**src/rtl/arp_pkg.sv**
```systemverilog
// Shared types and constants for the arpeggio sequencer.
// Latency: none (types, constants and a combinational helper only).
// Backpressure: none.
package arp_pkg;

    // Sequencer control states
    typedef enum logic [1:0] {
        ST_IDLE = 2'd0,
        ST_HOLD = 2'd1,
        ST_ARP  = 2'd2
    } arp_state_t;

    // Index into the four-note arpeggio
    typedef logic [1:0] note_t;

    localparam int    PERIOD_W   = 10;
    localparam int    SAMPLE_W   = 11;
    localparam int    PROD_W     = 16;
    localparam note_t NOTE_FIRST = 2'd0;
    localparam note_t NOTE_LAST  = 2'd3;

    // Note ratios relative to the base period, as multiply-then-shift pairs
    localparam logic [PROD_W-1:0] NOTE1_MUL  = 16'd51;
    localparam logic [PROD_W-1:0] NOTE2_MUL  = 16'd43;
    localparam int                NOTE_SHIFT = 6;

    // Sample period for a note, derived from the base period.
    // The product is kept in 16 bits and the result truncated to the period width.
    function automatic logic [PERIOD_W-1:0] note_period(input logic [PERIOD_W-1:0] p0,
                                                        input note_t             n);
        logic [PROD_W-1:0] wide;
        logic [PROD_W-1:0] scaled;
        wide   = {{(PROD_W-PERIOD_W){1'b0}}, p0};
        scaled = wide;
        case (n)
            2'd1:    scaled = (wide * NOTE1_MUL) >> NOTE_SHIFT;
            2'd2:    scaled = (wide * NOTE2_MUL) >> NOTE_SHIFT;
            2'd3:    scaled = wide >> 1;
            default: scaled = wide;
        endcase
        return PERIOD_W'(scaled);
    endfunction

endpackage

```
**src/rtl/sample_tick_gen.sv**
```systemverilog
// Sample-rate divider: picks the current note's period and emits one tick per period.
// Latency: tick is combinational from the count register; it fires on the last count of a period.
// Backpressure: none; the divider free-runs while run_i is high and is cleared while it is low.
module sample_tick_gen
    import arp_pkg::*;
(
    input  logic                clk,
    input  logic                reset,
    input  logic                run_i,
    input  logic [PERIOD_W-1:0] p0_i,
    input  note_t               note_i,
    output logic                tick_o
);

    logic [PERIOD_W-1:0] period;
    logic [PERIOD_W-1:0] period_last;
    logic [PERIOD_W-1:0] cnt_q;
    logic [PERIOD_W-1:0] cnt_d;
    logic                tick;

    // Current period follows the note and base period; both only change while the count is 0
    always_comb begin
        period      = note_period(p0_i, note_i);
        period_last = period - PERIOD_W'(1);
    end

    // The >= makes the divider self-recover if the period ever shrinks below the count
    assign tick   = run_i && (cnt_q >= period_last);
    assign tick_o = tick;

    // Next count: 0..period-1, restart on tick, parked at 0 while stopped
    always_comb begin
        cnt_d = cnt_q;
        if (!run_i) begin
            cnt_d = '0;
        end else if (tick) begin
            cnt_d = '0;
        end else begin
            cnt_d = cnt_q + PERIOD_W'(1);
        end
    end

    // Divider count register
    always_ff @(posedge clk) begin
        if (reset) begin
            cnt_q <= '0;
        end else begin
            cnt_q <= cnt_d;
        end
    end

endmodule

```
**src/rtl/arp_sequencer.sv**
```systemverilog
// Wavetable arpeggiator: steps a BRAM address at the note's sample rate and cycles notes on table wraps.
// Latency: pwm_sample/sample_valid update one cycle after the divider tick; note changes land on the wrap tick.
// Backpressure: none; the BRAM is read-only with fixed one-cycle latency. Optional ARP_UPDOWN_EN gives 0,1,2,3,2,1 order.
module arp_sequencer
    import arp_pkg::*;
#(
    parameter int DIV_BASE   = 746,
    parameter int NOTE_DWELL = 25_000_000,
    parameter int ADDR_W     = 8
) (
    input  logic              CLK100MHZ,
    input  logic              reset,
    input  logic              arp_en,
    input  logic [7:0]        sw_base,
    input  logic [10:0]       douta,
    output logic              ena,
    output logic [ADDR_W-1:0] addra,
    output logic [10:0]       pwm_sample,
    output logic              sample_valid,
    output logic [1:0]        note
);

    localparam logic [PERIOD_W-1:0] P0_RESET   = PERIOD_W'(DIV_BASE);
    localparam logic [31:0]         DWELL_LAST = 32'(NOTE_DWELL - 1);
    localparam logic [ADDR_W-1:0]   ADDR_LAST  = '1;

    arp_state_t          state_q, state_d;
    logic [ADDR_W-1:0]   addr_q, addr_d;
    note_t               note_q, note_d;
    logic [PERIOD_W-1:0] p0_q, p0_d;
    logic [31:0]         dwell_q, dwell_d;
    logic                pending_q, pending_d;
    logic [SAMPLE_W-1:0] sample_q, sample_d;
    logic                valid_q, valid_d;
`ifdef ARP_UPDOWN_EN
    logic                dir_down_q, dir_down_d;
    logic                step_dir_down;
`endif

    logic                run;
    logic                tick;
    logic                wrap;
    logic                dwell_expire;
    logic                step_now;
    logic [PERIOD_W-1:0] p0_sw;
    note_t               step_note;

    assign run          = (state_q != ST_IDLE);
    assign wrap         = tick && (addr_q == ADDR_LAST);
    assign dwell_expire = (state_q == ST_ARP) && (dwell_q == DWELL_LAST);
    // A step is owed either from an earlier expiry or from one landing on this very wrap
    assign step_now     = wrap && (state_q == ST_ARP) && (pending_q || dwell_expire);
    assign p0_sw        = P0_RESET + PERIOD_W'(sw_base);

    sample_tick_gen u_tick (
        .clk    (CLK100MHZ),
        .reset  (reset),
        .run_i  (run),
        .p0_i   (p0_q),
        .note_i (note_q),
        .tick_o (tick)
    );

    // FSM state register
    always_ff @(posedge CLK100MHZ) begin
        if (reset) begin
            state_q <= ST_IDLE;
        end else begin
            state_q <= state_d;
        end
    end

    // FSM next state: IDLE lasts one cycle after reset, then arp_en selects HOLD or ARP
    always_comb begin
        state_d = state_q;
        case (state_q)
            ST_IDLE: state_d = ST_HOLD;
            ST_HOLD: if (arp_en) state_d = ST_ARP;
            ST_ARP:  if (!arp_en) state_d = ST_HOLD;
            default: state_d = ST_IDLE;
        endcase
    end

`ifdef ARP_UPDOWN_EN
    // Next note when bouncing: turn around at note 3 and at note 0
    always_comb begin
        step_note     = note_q + 2'd1;
        step_dir_down = dir_down_q;
        if (!dir_down_q) begin
            if (note_q == NOTE_LAST) begin
                step_note     = note_q - 2'd1;
                step_dir_down = 1'b1;
            end
        end else begin
            if (note_q == NOTE_FIRST) begin
                step_note     = note_q + 2'd1;
                step_dir_down = 1'b0;
            end else begin
                step_note     = note_q - 2'd1;
            end
        end
    end
`else
    // Next note in plain ascending order, 3 rolls over to 0
    always_comb begin
        step_note = note_q + 2'd1;
    end
`endif

    // Datapath next state: address/sample on tick, base period and note on wrap, dwell timing in ARP
    always_comb begin
        addr_d    = addr_q;
        note_d    = note_q;
        p0_d      = p0_q;
        dwell_d   = dwell_q;
        pending_d = pending_q;
        sample_d  = sample_q;
        valid_d   = 1'b0;
`ifdef ARP_UPDOWN_EN
        dir_down_d = dir_down_q;
`endif

        // IDLE always exits on the next edge, so this is the leaving-IDLE capture
        if (state_q == ST_IDLE) begin
            p0_d = p0_sw;
        end

        // douta still holds the word for the current address, which has been stable for the whole period
        if (tick) begin
            addr_d   = addr_q + ADDR_W'(1);
            sample_d = douta;
            valid_d  = 1'b1;
        end

        if (state_q == ST_ARP) begin
            if (dwell_expire) begin
                dwell_d = '0;
                // An expiry on the wrap itself is consumed immediately rather than queued
                if (!wrap) begin
                    pending_d = 1'b1;
                end
            end else begin
                dwell_d = dwell_q + 32'd1;
            end
        end else begin
            dwell_d = '0;
        end

        // Pitch only changes between table passes so a waveform cycle is never split
        if (wrap) begin
            p0_d      = p0_sw;
            pending_d = 1'b0;
            if (state_q == ST_HOLD) begin
                note_d = NOTE_FIRST;
`ifdef ARP_UPDOWN_EN
                dir_down_d = 1'b0;
`endif
            end else if (step_now) begin
                note_d = step_note;
`ifdef ARP_UPDOWN_EN
                dir_down_d = step_dir_down;
`endif
            end
        end
    end

    // Datapath registers; reset wins over any tick in the same edge
    always_ff @(posedge CLK100MHZ) begin
        if (reset) begin
            addr_q    <= '0;
            note_q    <= NOTE_FIRST;
            p0_q      <= P0_RESET;
            dwell_q   <= '0;
            pending_q <= 1'b0;
            sample_q  <= '0;
            valid_q   <= 1'b0;
`ifdef ARP_UPDOWN_EN
            dir_down_q <= 1'b0;
`endif
        end else begin
            addr_q    <= addr_d;
            note_q    <= note_d;
            p0_q      <= p0_d;
            dwell_q   <= dwell_d;
            pending_q <= pending_d;
            sample_q  <= sample_d;
            valid_q   <= valid_d;
`ifdef ARP_UPDOWN_EN
            dir_down_q <= dir_down_d;
`endif
        end
    end

    assign ena          = run;
    assign addra        = addr_q;
    assign pwm_sample   = sample_q;
    assign sample_valid = valid_q;
    assign note         = note_q;

endmodule

```
**config.mk**
```make
export PLATFORM = sky130hd
export DESIGN_NAME = arp_sequencer
export DESIGN_NICKNAME = d
export VERILOG_FILES = /design/src/rtl/arp_pkg.sv /design/src/rtl/sample_tick_gen.sv /design/src/rtl/arp_sequencer.sv
export SDC_FILE = /design/constraint.sdc
export NUM_CORES = 1
export LEC_CHECK = 0
export CAP_MARGIN = 20
export CORE_ASPECT_RATIO = 1.25
export CORE_MARGIN = 2
export CORE_UTILIZATION = 50
export DETAILED_ROUTE_END_ITERATION = 16
export GPL_ROUTABILITY_DRIVEN = 0
export PLACE_DENSITY = 0.81
export SLEW_MARGIN = 20
export SYNTH_ARGS = -nofsm -noshare
export SYNTH_HDL_FRONTEND = slang
export SYNTH_SLANG_ARGS = --single-unit
```
**constraint.sdc**
```tcl
create_clock -name CLK100MHZ -period 5.49 [get_ports CLK100MHZ]
set_input_delay 0.549 -clock CLK100MHZ [delete_from_list [all_inputs] [get_ports CLK100MHZ]]
set_output_delay 0.549 -clock CLK100MHZ [all_outputs]
set_load 0.005 [all_outputs]
```
==> flow_summary_export.csv <==
group,metric,value,unit
outcome,status,"complete, but fails checks",
outcome,violations,"negative setup slack",
worst_setup_path,worstSetupEndpointType,"register",
cts,clk_path_buf_depth,2,
die,io_pins,45,
power_and_ir_drop,pwr-share-seq,18.9,%
routing,drc_errors,0,
cts,cts_root_buf,"clkbuf_16",
power_and_ir_drop,leakagePower,3.25,nW
sta,rsz0062_at_grt,"yes",
grt,grt_pass1_wl,25900,um
power_and_ir_drop,p_sw_share,40.2,%
die,coreArea,11600,um2
synthesis,synth_top_cell_by_area,"dfxtp_1",
synthesis,ys_types,61,
worst_setup_path,cp.required,5710,ps
cts,clk_pin_slew,60,ps
sta,hold_viol_final,0,
synthesis,syn_area,5920,um2
die,die_w,101,um
power_and_ir_drop,p_comb_share,60.1,%
synthesis,synth_top_area_share,25.7,%
job,maxCapViolCount,0,
synthesis,seq_area_frac_synth,25.7,%
sta,skew,4.94,ps
grt,grt_usage,24.9,%
worst_setup_path,path_max_fanout,6,
synthesis,synth.avg_cell_area,8.50,um2
placed_design,post_dp_cell_area,6850,um2
final_layout,antenna_cells,0,
cts,numCtsBuffers,9,
placed_design,io_buffers,44,
min_path,hp-class,"reg -> reg",
grt,antenna_found_initial,0,
die,die_h,126,um
grt,grt_pass1_vias,5674,
cts,htree_levels,3,
final_layout,layout_common_cells,"nor2_1 (93), inv_1 (80), dfxtp_1 (68)",
grt,grt_max_degree,33,
synthesis,syn_nets,818,
cts,cts_sinks,76,
routing,wl_per_cell,17.6,um
final_layout,multiInputGateArea,4340,um2
die,rows,44,
worst_setup_path,critPathArrivalTime,5970,ps
sta,relSlewSlack,31.8,%
routing,ant_nets,0,
placed_design,dp_hpwl,11000,um
final_layout,regArea,1540,um2
routing,drt_iter0_markers,473,
die,die_area,12700,um2
sta,setup_viol,32,
sta,max_freq,174,MHz
sta,fin_crit,5750,ps
worst_setup_path,critPathLaunchType,"register",
power_and_ir_drop,clock_power_share,21.1,%
cts,cts_tree,"done",
worst_setup_path,crit_type,"reg -> reg",
sta,slew_viol_final,0,
sta,tightestPinTransition,1020,ps
sta,finalWorstSetupSlack,-262,ps
synthesis,synth_edf_count,0,
final_layout,nets,920,
final_layout,fill_cells,800,
routing,viasPerCell,5.89,
final_layout,synthToLayoutAreaGrowth,30.3,%
power_and_ir_drop,internal-power,1.83,mW
final_layout,layout-drive-gt1-share,18.9,%
synthesis,synth_flop_cell,"dfxtp_1",
routing,drt_first_pass_iters,5,
synthesis,synth-seq-cells,76,
cts,clk_latency,340,ps
final_layout,fin_area,7710,um2
power_and_ir_drop,ir_drop,0.266,mV
sta,fin_crit_sh,105,%
final_layout,layout_commonest_cell,"nor2_1",
synthesis,yosysWarnings,0,
synthesis,async_flop_share,0,%
routing,vias,5544,
grt,grt-ovfl-total,0,
placed_design,pre_cts_ws,-221,ps
power_and_ir_drop,p_sw,1.23,mW
synthesis,synthTopCellsByArea,"dfxtp_1 (26%), ha_1 (16%), fa_1 (7.4%)",
power_and_ir_drop,power_density,397,nW/um2
routing,drt-total-wl,16600,um
synthesis,syn-instance-count,696,
die,start_util,51.2,%
-- flip-flops by register name, summed over array words and instances, names as in the netlist --
name and flops:
note 2, pwm_sample 11, p0_q 9, sample_valid 1, state_q 2, pending_q 1
addra 8, dwell_q 32, u_tick.cnt_q 10
-- per-stage QoR --
stage	cells	hold slack [ps]	utilization, %	TNS (ps)	power [mW]
after floorplan	696	426	-	-14.3	1.52
after global placement	909	440	59.3	-641	1.89
after detailed placement	909	468	59.3	-3300	1.95
after CTS	927	481	64.2	0	2.78
after global routing	941	502	66.7	-11780	3.22
final	941	477	66.7	-5180	3.06
-- cells in the mapped netlist (all sizes together), types with 3 or more instances --
cell / n
nand2: 45
nor3: 15
a21oi: 28
xor2: 37
nor2: 96
mux2i: 19
inv: 85
nand3: 29
clkbuf: 12
and3: 8
a41oi: 5
a21o: 3
nand4: 13
a32oi: 3
nor4: 5
o21a: 4
o211ai: 5
ha: 78
nand2b: 4
or3: 5
buf: 5
a221oi: 5
fa: 22
o21ai: 23
dfxtp: 76
xnor2: 30
a211oi: 3
-- layer usage --
metal	global-route usage [%]	part of all wire, %	vias to the layer above
met4	13.0	6.3	0
met1	28.0	38	2660
met2	43.6	50	228
li1	-	-	2568
met5	0	0	-
met3	4.88	5.3	88
-- final cells by class --
class,count,share of cell area (%)
clock inverters,5,1.07
clock buffers,11,3.15
inverters,86,4.27
well taps,138,2.24
flip-flops and latches,76,20.0
repair buffers,107,12.9
multi-input cells,518,56.3
-- path summary, 6_finish.rpt --
| path | slack (ps) | depth (start not counted) | end | from |
|---|---|---|---|---|
| worst max-delay path | -260 | 23 | pwm_sample[6] | p0_q[2] |
| worst min-delay path | 480 | 1 | dwell_q[0] | dwell_q[0] |
| worst max register to register | -260 | 23 | pwm_sample[6] | p0_q[2] |
| worst min register to register | 480 | 1 | dwell_q[0] | dwell_q[0] |
-- worst max-delay path, cell delays in order (launching register included) --
cell and delay (ps):
dfxtp_4 360, ha_4 250, fa_1 580, inv_1 80
fa_1 550, inv_1 70, ha_4 260, a211oi_2 230
nor2_2 90, or3_4 360, xor2_1 170, a221oi_2 360
a32oi_2 170, nor4b_4 300, nand4_1 200, xnor2_1 250
ha_1 300, nand2_1 130, a2111oi_4 50, buf_4 180
nor2_4 250, clkbuf_16 220, mux2i_1 180, nor2_1 60
-- logic make-up after synthesis --
logic type / Yosys count / synth area share, %
mux: 19 / 3.21
simple gates: 230 / 18.1
flops: 76 / 25.7
fa+ha+maj: 101 / 24.1
compound gates: 100 / 11.7
buf+inv: 103 / 7.19
xor+xnor: 67 / 9.92
-- power by group through the flow --
stage,Combinational [mW],Clock (mW),Sequential [mW]
after global routing,1.98,0.669,0.577
after detailed placement,1.36,0,0.583
final,1.84,0.645,0.576
after floorplan,0.936,0,0.585
after CTS,1.55,0.651,0.575
after global placement,1.31,0,0.582
-- repair_timing --
action	in CTS	in global routing
buffers inserted	2	11
pin swaps	31	23
hold buffers	0	0
gates resized for setup	45	33
setup endpoints to repair	35	42
gates cloned	0	3
No activity file was read; power rests on OpenSTA's default activity.
